## src/rtl/load_buffer_unit.sv

```systemverilog
// In-order load buffer: queues calculated loads, issues one word read at a time,
// extends the returned data and writes it back on the CDB. Optional LB_EARLY_WB_EN
// drives the CDB straight from the memory response.
module load_buffer_unit #(
    parameter int unsigned DEPTH = 4,
    parameter int unsigned TAG_W = 5,
    parameter int unsigned XLEN  = 32
) (
    input  logic             clock,
    input  logic             reset,
    input  logic             squash,
    input  logic             lb_valid,
    input  logic [XLEN-1:0]  lb_address,
    input  logic [TAG_W-1:0] lb_rd_tag,
    input  logic [2:0]       lb_mem_size,
    input  logic [XLEN-1:0]  lb_NPC,
    input  logic [31:0]      lb_inst,
    output logic             lb_ready,
    output logic             mem_req,
    output logic [XLEN-1:0]  mem_addr,
    input  logic             mem_ack,
    input  logic [XLEN-1:0]  mem_rdata,
    output logic             cdb_valid,
    output logic [XLEN-1:0]  cdb_value,
    output logic [TAG_W-1:0] cdb_rob_tag,
    output logic [XLEN-1:0]  cdb_NPC,
    output logic [31:0]      cdb_inst,
    input  logic             cdb_grant
);

    localparam int unsigned PTR_W = (DEPTH > 1) ? $clog2(DEPTH) : 1;
    localparam int unsigned CNT_W = PTR_W + 1;

    typedef struct packed {
        logic [XLEN-1:0]  address;
        logic [TAG_W-1:0] tag;
        logic [2:0]       size;
        logic [XLEN-1:0]  npc;
        logic [31:0]      inst;
    } lb_entry_t;

    typedef enum logic [1:0] {
        IDLE  = 2'd0,
        REQ   = 2'd1,
        WB    = 2'd2,
        DRAIN = 2'd3
    } state_e;

    state_e           state_q, state_d;
    lb_entry_t        fifo_q [DEPTH];
    lb_entry_t        fifo_d [DEPTH];
    logic [PTR_W-1:0] wr_ptr_q, wr_ptr_d;
    logic [PTR_W-1:0] rd_ptr_q, rd_ptr_d;
    logic [CNT_W-1:0] count_q, count_d;
    logic [XLEN-1:0]  wb_value_q, wb_value_d;
    logic [TAG_W-1:0] wb_tag_q, wb_tag_d;
    logic [XLEN-1:0]  wb_npc_q, wb_npc_d;
    logic [31:0]      wb_inst_q, wb_inst_d;

    lb_entry_t        head_c;
    logic             push_c;
    logic             pop_c;
    logic             early_c;
    logic [XLEN-1:0]  ext_value_c;

    // Sign/zero extension of the selected byte/halfword of an aligned word.
    function automatic logic [XLEN-1:0] extend(input logic [2:0] f3,
                                               input logic [1:0] off,
                                               input logic [XLEN-1:0] w);
        logic [7:0]  b;
        logic [15:0] h;
        b = 8'(w >> {off, 3'b000});
        h = off[1] ? w[31:16] : w[15:0];
        case (f3)
            3'b000:  extend = {{(XLEN-8){b[7]}}, b};
            3'b100:  extend = {{(XLEN-8){1'b0}}, b};
            3'b001:  extend = {{(XLEN-16){h[15]}}, h};
            3'b101:  extend = {{(XLEN-16){1'b0}}, h};
            3'b010:  extend = w;
            default: extend = XLEN'(32'hdeadbeef);
        endcase
    endfunction

    assign head_c      = fifo_q[rd_ptr_q];
    assign lb_ready    = (count_q != CNT_W'(DEPTH));
    assign push_c      = lb_valid & lb_ready & ~squash;
    assign pop_c       = (state_q == REQ) & mem_ack & ~squash;
    assign ext_value_c = extend(head_c.size, head_c.address[1:0], mem_rdata);

`ifdef LB_EARLY_WB_EN
    assign early_c = pop_c;
`else
    assign early_c = 1'b0;
`endif

    // State register and FIFO/writeback storage.
    always_ff @(posedge clock or negedge reset) begin
        if (!reset) begin
            state_q    <= IDLE;
            wr_ptr_q   <= '0;
            rd_ptr_q   <= '0;
            count_q    <= '0;
            wb_value_q <= '0;
            wb_tag_q   <= '0;
            wb_npc_q   <= '0;
            wb_inst_q  <= '0;
            for (int i = 0; i < DEPTH; i++) fifo_q[i] <= '0;
        end else begin
            state_q    <= state_d;
            wr_ptr_q   <= wr_ptr_d;
            rd_ptr_q   <= rd_ptr_d;
            count_q    <= count_d;
            wb_value_q <= wb_value_d;
            wb_tag_q   <= wb_tag_d;
            wb_npc_q   <= wb_npc_d;
            wb_inst_q  <= wb_inst_d;
            for (int i = 0; i < DEPTH; i++) fifo_q[i] <= fifo_d[i];
        end
    end

    // FIFO pointers, occupancy and writeback latch.
    always_comb begin
        for (int i = 0; i < DEPTH; i++) fifo_d[i] = fifo_q[i];
        wr_ptr_d   = wr_ptr_q;
        rd_ptr_d   = rd_ptr_q;
        count_d    = count_q;
        wb_value_d = wb_value_q;
        wb_tag_d   = wb_tag_q;
        wb_npc_d   = wb_npc_q;
        wb_inst_d  = wb_inst_q;
        if (push_c) begin
            fifo_d[wr_ptr_q] = '{address: lb_address, tag: lb_rd_tag, size: lb_mem_size,
                                 npc: lb_NPC, inst: lb_inst};
            wr_ptr_d = wr_ptr_q + PTR_W'(1);
        end
        if (pop_c) begin
            rd_ptr_d   = rd_ptr_q + PTR_W'(1);
            wb_value_d = ext_value_c;
            wb_tag_d   = head_c.tag;
            wb_npc_d   = head_c.npc;
            wb_inst_d  = head_c.inst;
        end
        count_d = count_q + CNT_W'(push_c) - CNT_W'(pop_c);
        if (squash) begin
            wr_ptr_d = '0;
            rd_ptr_d = '0;
            count_d  = '0;
        end
    end

    // Next-state logic.
    always_comb begin
        state_d = state_q;
        case (state_q)
            IDLE:  if (count_q != '0) state_d = REQ;
            REQ: begin
                if (mem_ack) begin
                    if (early_c && cdb_grant) state_d = (count_q > CNT_W'(1)) ? REQ : IDLE;
                    else                      state_d = WB;
                end
            end
            WB:    if (cdb_grant) state_d = (count_q != '0) ? REQ : IDLE;
            DRAIN: if (mem_ack) state_d = IDLE;
            default: state_d = IDLE;
        endcase
        // In DRAIN a squash changes nothing: the aborted ack must still be absorbed.
        if (squash && state_q != DRAIN) begin
            state_d = (state_q == REQ && !mem_ack) ? DRAIN : IDLE;
        end
    end

    // Output logic.
    always_comb begin
        mem_req     = 1'b0;
        mem_addr    = '0;
        cdb_valid   = 1'b0;
        cdb_value   = '0;
        cdb_rob_tag = '0;
        cdb_NPC     = '0;
        cdb_inst    = '0;
        if (state_q == REQ) begin
            mem_req  = 1'b1;
            mem_addr = {head_c.address[XLEN-1:2], 2'b00};
        end
        if (state_q == WB) begin
            cdb_valid   = 1'b1;
            cdb_value   = wb_value_q;
            cdb_rob_tag = wb_tag_q;
            cdb_NPC     = wb_npc_q;
            cdb_inst    = wb_inst_q;
        end
        if (early_c) begin
            cdb_valid   = 1'b1;
            cdb_value   = ext_value_c;
            cdb_rob_tag = head_c.tag;
            cdb_NPC     = head_c.npc;
            cdb_inst    = head_c.inst;
        end
    end

endmodule

```

## config.mk

```make
export PLATFORM = sky130hd
export DESIGN_NAME = load_buffer_unit
export DESIGN_NICKNAME = d
export VERILOG_FILES = /design/src/rtl/load_buffer_unit.sv
export SDC_FILE = /design/constraint.sdc
export NUM_CORES = 1
export LEC_CHECK = 0
export CAP_MARGIN = 10
export CORE_MARGIN = 1
export CORE_UTILIZATION = 56
export DETAILED_ROUTE_END_ITERATION = 10
export GPL_TIMING_DRIVEN = 0
export PLACE_DENSITY = 0.91
export SYNTH_ARGS = -nofsm -noshare
export SYNTH_HDL_FRONTEND = slang
export SYNTH_SLANG_ARGS = --single-unit
```

## constraint.sdc

```tcl
create_clock -name clock -period 3.52 [get_ports clock]
set_input_delay 1.056 -clock clock [delete_from_list [all_inputs] [get_ports clock]]
set_output_delay 1.056 -clock clock [all_outputs]
set_load 0.02 [all_outputs]
```

=== Word-level counts from Yosys, hierarchy flattened ===
Index checks and enable logic that the tools add are counted.
W data, S select, Z words.

* Add/subtract/negate cells: 4
* Magnitude comparators: 3
* Equality and inequality tests: 13
* Shift operators: 1
* Multiplexer cells: 28
* Bitwise operators: 7
* Reductions and logical operators: 10

{| class="wikitable"
|+ Operators with widths
! operator !! count
|-
| $bwmux W416 || 1
|-
| $mux W104 || 3
|-
| $bmux W104 S2 || 1
|-
| $demux W104 S2 || 1
|-
| $pmux W32 S5 || 1
|-
| $mux W32 || 4
|-
| $shr A32 B5 Y8 || 1
|-
| $mux W2 || 10
|-
| $mux W16 || 1
|-
| $ne A3 B3 Y1 const B || 5
|-
| $pmux W2 S4 || 1
|-
| $eq A3 B3 Y1 const B || 2
|-
| $ge A3 B3 Y1 const B || 2
|-
| $not A2 Y3 || 2
|-
| $mux W5 || 1
|-
| $add A2 B1 Y2 const B || 2
|-
| $and A1 B1 Y1 || 4
|-
| $eq A2 B2 Y1 const B || 2
|-
| $reduce_and A4 Y1 || 1
|-
| $reduce_bool A2 Y1 || 2
|-
| $add A3 B1 Y3 || 1
|-
| $eq A3 B1 Y1 const B || 1
|-
| $eq A3 B2 Y1 const B || 1
|-
| $logic_and A1 B1 Y1 || 3
|-
| 11 further kinds || 13
|}

* Bits in registers: 526
* Bits of input ports: 142
* Logic and storage cells: 94

=== Logic depth before layout (Yosys ltp) ===
* Word-level depth: 6
* Depth in mapped cells: 12

=== Least setup slack after synthesis ===
OpenSTA, ideal clock, no wires.

* Path kind: in2reg
* Start: in mem_ack
* End: reg count_q[2]
* Library setup time: 132 ps
* Arrival time: 3030 ps
* Required time: 3388 ps
* Slack: 358 ps
* Cell stages on the path: 12
* Cell sequence: nand3b_1 > or2_2 > inv_2 > clkbuf_1 > ha_1 > inv_1 > ha_1 > inv_1 > fa_1 > xor2_1 > xnor2_1 > nor2_1

* Longest elaborated chain between the ends: 4

{| class="wikitable"
|+ RTL lines
! item !! RTL line !! source
|-
| start: declaration || 21 || <nowiki>input logic mem_ack,</nowiki>
|-
| $and A1 B1 Y1 (2 in series) || 87 || <nowiki>assign pop_c = (state_q == REQ) & mem_ack & ~squash;</nowiki>
|-
| net pop_c || 62 || <nowiki>logic pop_c;</nowiki>
|-
| $sub A3 B1 Y3 || 143 || <nowiki>count_d = count_q + CNT_W'(push_c) - CNT_W'(pop_c);</nowiki>
|-
| $mux W3 || 144 || <nowiki>if (squash) begin</nowiki>
|-
| net count_d[2] || 54 || <nowiki>logic [CNT_W-1:0] count_q, count_d;</nowiki>
|-
| end signal: assignment || 112 || <nowiki>count_q <= count_d;</nowiki>
|-
| end: declaration || 54 ||
|}

The timed path passes the listed nets, and every way through them passes these cells.
A chain may end at the register's enable or synchronous reset.

=== Worst setup path after layout ===
* Start: reg rd_ptr_q[0]
* End: out mem_addr[30]

* Longest elaborated chain between the ends: 5

{| class="wikitable"
|+ RTL lines
! item !! RTL line !! source
|-
| start: declaration || 53 || <nowiki>logic [PTR_W-1:0] rd_ptr_q, rd_ptr_d;</nowiki>
|-
| start signal: assignment || 111 || <nowiki>rd_ptr_q <= rd_ptr_d;</nowiki>
|-
| $not A2 Y3 (implied by the code) || 84 || <nowiki>assign head_c = fifo_q[rd_ptr_q];</nowiki>
|-
| $bmux W104 S2 || 84 ||
|-
| $mux W104 (implied by the code) (2 in series) || 84 ||
|-
| $mux W32 || 181 || <nowiki>if (state_q == REQ) begin</nowiki>
|-
| end: declaration || 20 || <nowiki>output logic [XLEN-1:0] mem_addr,</nowiki>
|}

Every way passes these cells. The select of a mux whose other input is x is not followed.

==> results.tsv <==
metric	value	unit
status	complete, no violations	
post-route-drc-count	0	
slowest_stage	mux4_2	
synthAdderAreaFrac	0.402	%
ys_seq_area_share	55.6	%
avgViaCountPerCell	5.81	
place_ws	-0.771	ns
portBuffers	275	
critPathKind	register to output pin	
grt_pass1_vias	16700	
synthArstFlopShare	100	%
tightestPinTransition	0.917	ns
finalSetupViolCount	0	
critPathMaxStageDelay	0.56	ns
io_pins	278	
synth_top_family_by_area	multiplexers	
dp_cells	2502	
clock_sinks	526	
fin_hold_ws	0.277	ns
clockRootBuffer	clkbuf_16	
core.rowCount	74	
worst-path-buf-inv	4	
synth-compound-area-share	1.99	%
critPathTopFamily	buffers and inverters	
p_leak	14.0	nW
fin_ws	0.0429	ns
critPathArrivalTime	2.42	ns
wl	59000	um
fillers	2705	
clock_tree.buffer_depth	3	
initial_core_util	57.3	%
synth_commonest_cells	dfrtp_1 (526), mux2_2 (424), nand2_1 (242)	
synth.largest_area_cell	dfrtp_1	
hpwl	39100	um
clock_latency	0.59	ns
drive_gt1_share	36.8	%
ir_drop	0.497	mV
grt_max_degree	134	
areaGrowthSynthToFinish	23.6	%
fin_tns_setup	0	ns
syn_avg_cell_area	14.0	um2
cts_tree	done	
routabilityCongestion	0.913	
slew_violations	0	
cts_inserted_buffers	54	
core_area	0.0413	mm2
fp.dieH	208	um
layout.nets	2181	
post-route-period-util	98.8	%
synth_top_area_share	55.6	%
grt_pass1_wl	93200	um
path_max_fanout	10	
required	2.46	ns
synth_edf_count	0	
synth-simple-area-share	8.83	%
hp-class	primary input to async pin	
ys_ff_latch	526	
post_drt_wl_per_cell	22.6	um
slew_headroom	38.9	%
fmax	288	MHz
num_vias	15200	
synthCells	1690	
postLayoutCellArea	0.0293	mm2
synth_area	0.0237	mm2
die_w	208	um
yosysUniqueCellTypes	50	
synthFlopType	dfrtp_1	
antenna_found_initial	11	
synth_xor_area_share	0.185	%
die_area	0.0431	mm2
grt_overflow	0	
h-tree-depth	2	
synth_area_leaders	dfrtp_1 (56%), mux2_2 (20%), mux4_2 (9.9%)	
drv_cap	0	
stdcell_count	2612	
dpl_cell_area	0.0272	mm2
first_pass_iters	5	
synth.mux.area_fraction	30.3	%
power_density	831	mW/mm2
yosysMostFrequentCell	dfrtp_1	
antenna_left	0	
synth_warnings	0	
cp-end-kind	output pin	
track_usage	27.9	%
finClkSkew	0.0238	ns
critPathLaunchType	register	
r2r_slack	0.64	ns
drtIter0Drc	943	
hold_violations	0	
clk_pin_slew	0.06	ns
crit_path_cell_trace	buf_6, clkbuf_16, buf_12, mux4_2, and2_1, clkdlybuf4s15_2	
period_needed	3.48	ns
==> state kept, by name, indices dropped and copies added, names as in the netlist, 3 cells and up <==
name        flops
fifo_q        416
wb_inst_q      32
wb_npc_q       32
wb_value_q     32
wb_tag_q        5
count_q         3
==> layout make-up <==
type	count	area (um2)	area share, %
repair buffers	287	2890	9.88
inverters	8	30.0	0.103
clock inverters	20	259	0.885
well taps	532	666	2.28
multi-input cells	1045	9890	33.8
flip-flops and latches	526	13200	45.0
diodes	8	20.0	0.0684
plain buffers	110	742	2.54
clock buffers	76	1600	5.45
==> layout by cell type, fill, tap and decap left out, drive strengths merged, types with 7 or more instances in the layout <==
cell type	instances
clkdlybuf4s50	163
inv	9
a22oi	7
clkinv	11
clkbuf	122
dlygate4sd2	60
and2	132
diode	8
dfrtp	526
buf	89
dlymetal6s2s	33
mux2	424
nand3	13
a21oi	26
nand2	242
mux4	104
nor2	33
==> worst register-to-register path: cells and delay by family (launching register included) <==
kind / cells / cell delay, ns
flip-flops: 1 / 0.46
adder cells (fa/ha/maj): 3 / 0.87
XOR/XNOR: 2 / 0.36
AND/OR/NAND/NOR: 3 / 0.58
buffers and inverters: 3 / 0.49
==> timing repair <==
item / CTS / global route
endpoints found under the setup margin: 134 / 54
buffers inserted: 3 / 5
hold buffers: 0 / 0
resized for setup: 141 / 58
pin swaps: 0 / 0
==> final timing paths <==
check / start / endpoint / depth (start not counted)
worst max register to register: state_q[1] / count_q[2] / 11
worst min-delay path: reset / fifo_q[40] / 1
worst max-delay path: rd_ptr_q[0] / mem_addr[30] / 6
worst min register to register: wb_npc_q[10] / wb_npc_q[10] / 2
max in group asynchronous: reset / wb_inst_q[5] / 3
min in group clock: wb_npc_q[10] / wb_npc_q[10] / 2
==> cells by family (layout without fill, tap and decap cells) <==
| group | after synthesis | after routing |
|---|---|---|
| mux | 533 | 533 |
| flops | 526 | 526 |
| simple gates | 441 | 441 |
| buf+inv | 120 | 501 |
| compound gates | 57 | 57 |
| fa+ha+maj | 7 | 7 |
| xor+xnor | 5 | 5 |
| other cells | 1 | 10 |
==> metal layers <==
layer  track usage [%]  part of all wire, %  vias to the layer above  routed length (um)
met2              47.2                   51                      493               29800
met4              9.75                  3.1                        6                1820
met3              5.81                  5.9                      120                3490
met1              36.0                   40                     7910               23800
met5                 0                0.059                        -                  35
li1                  -                    -                     6656                   -
==> report_power, final <==
group	internal, W	switching (W)
registers	0.00890	0.00150
logic	0.00442	0.00354
clock network	0.00358	0.00236
total	0.0169	0.00741
==> metrics by stage <==
step,power (W),util (%)
after floorplan,0.0156,-
after global placement,0.0178,65.6
after detailed placement,0.0184,65.9
after CTS,0.0244,70.6
after global routing,0.0256,70.8
final,0.0243,70.8
(Power assumes the default switching activity.)
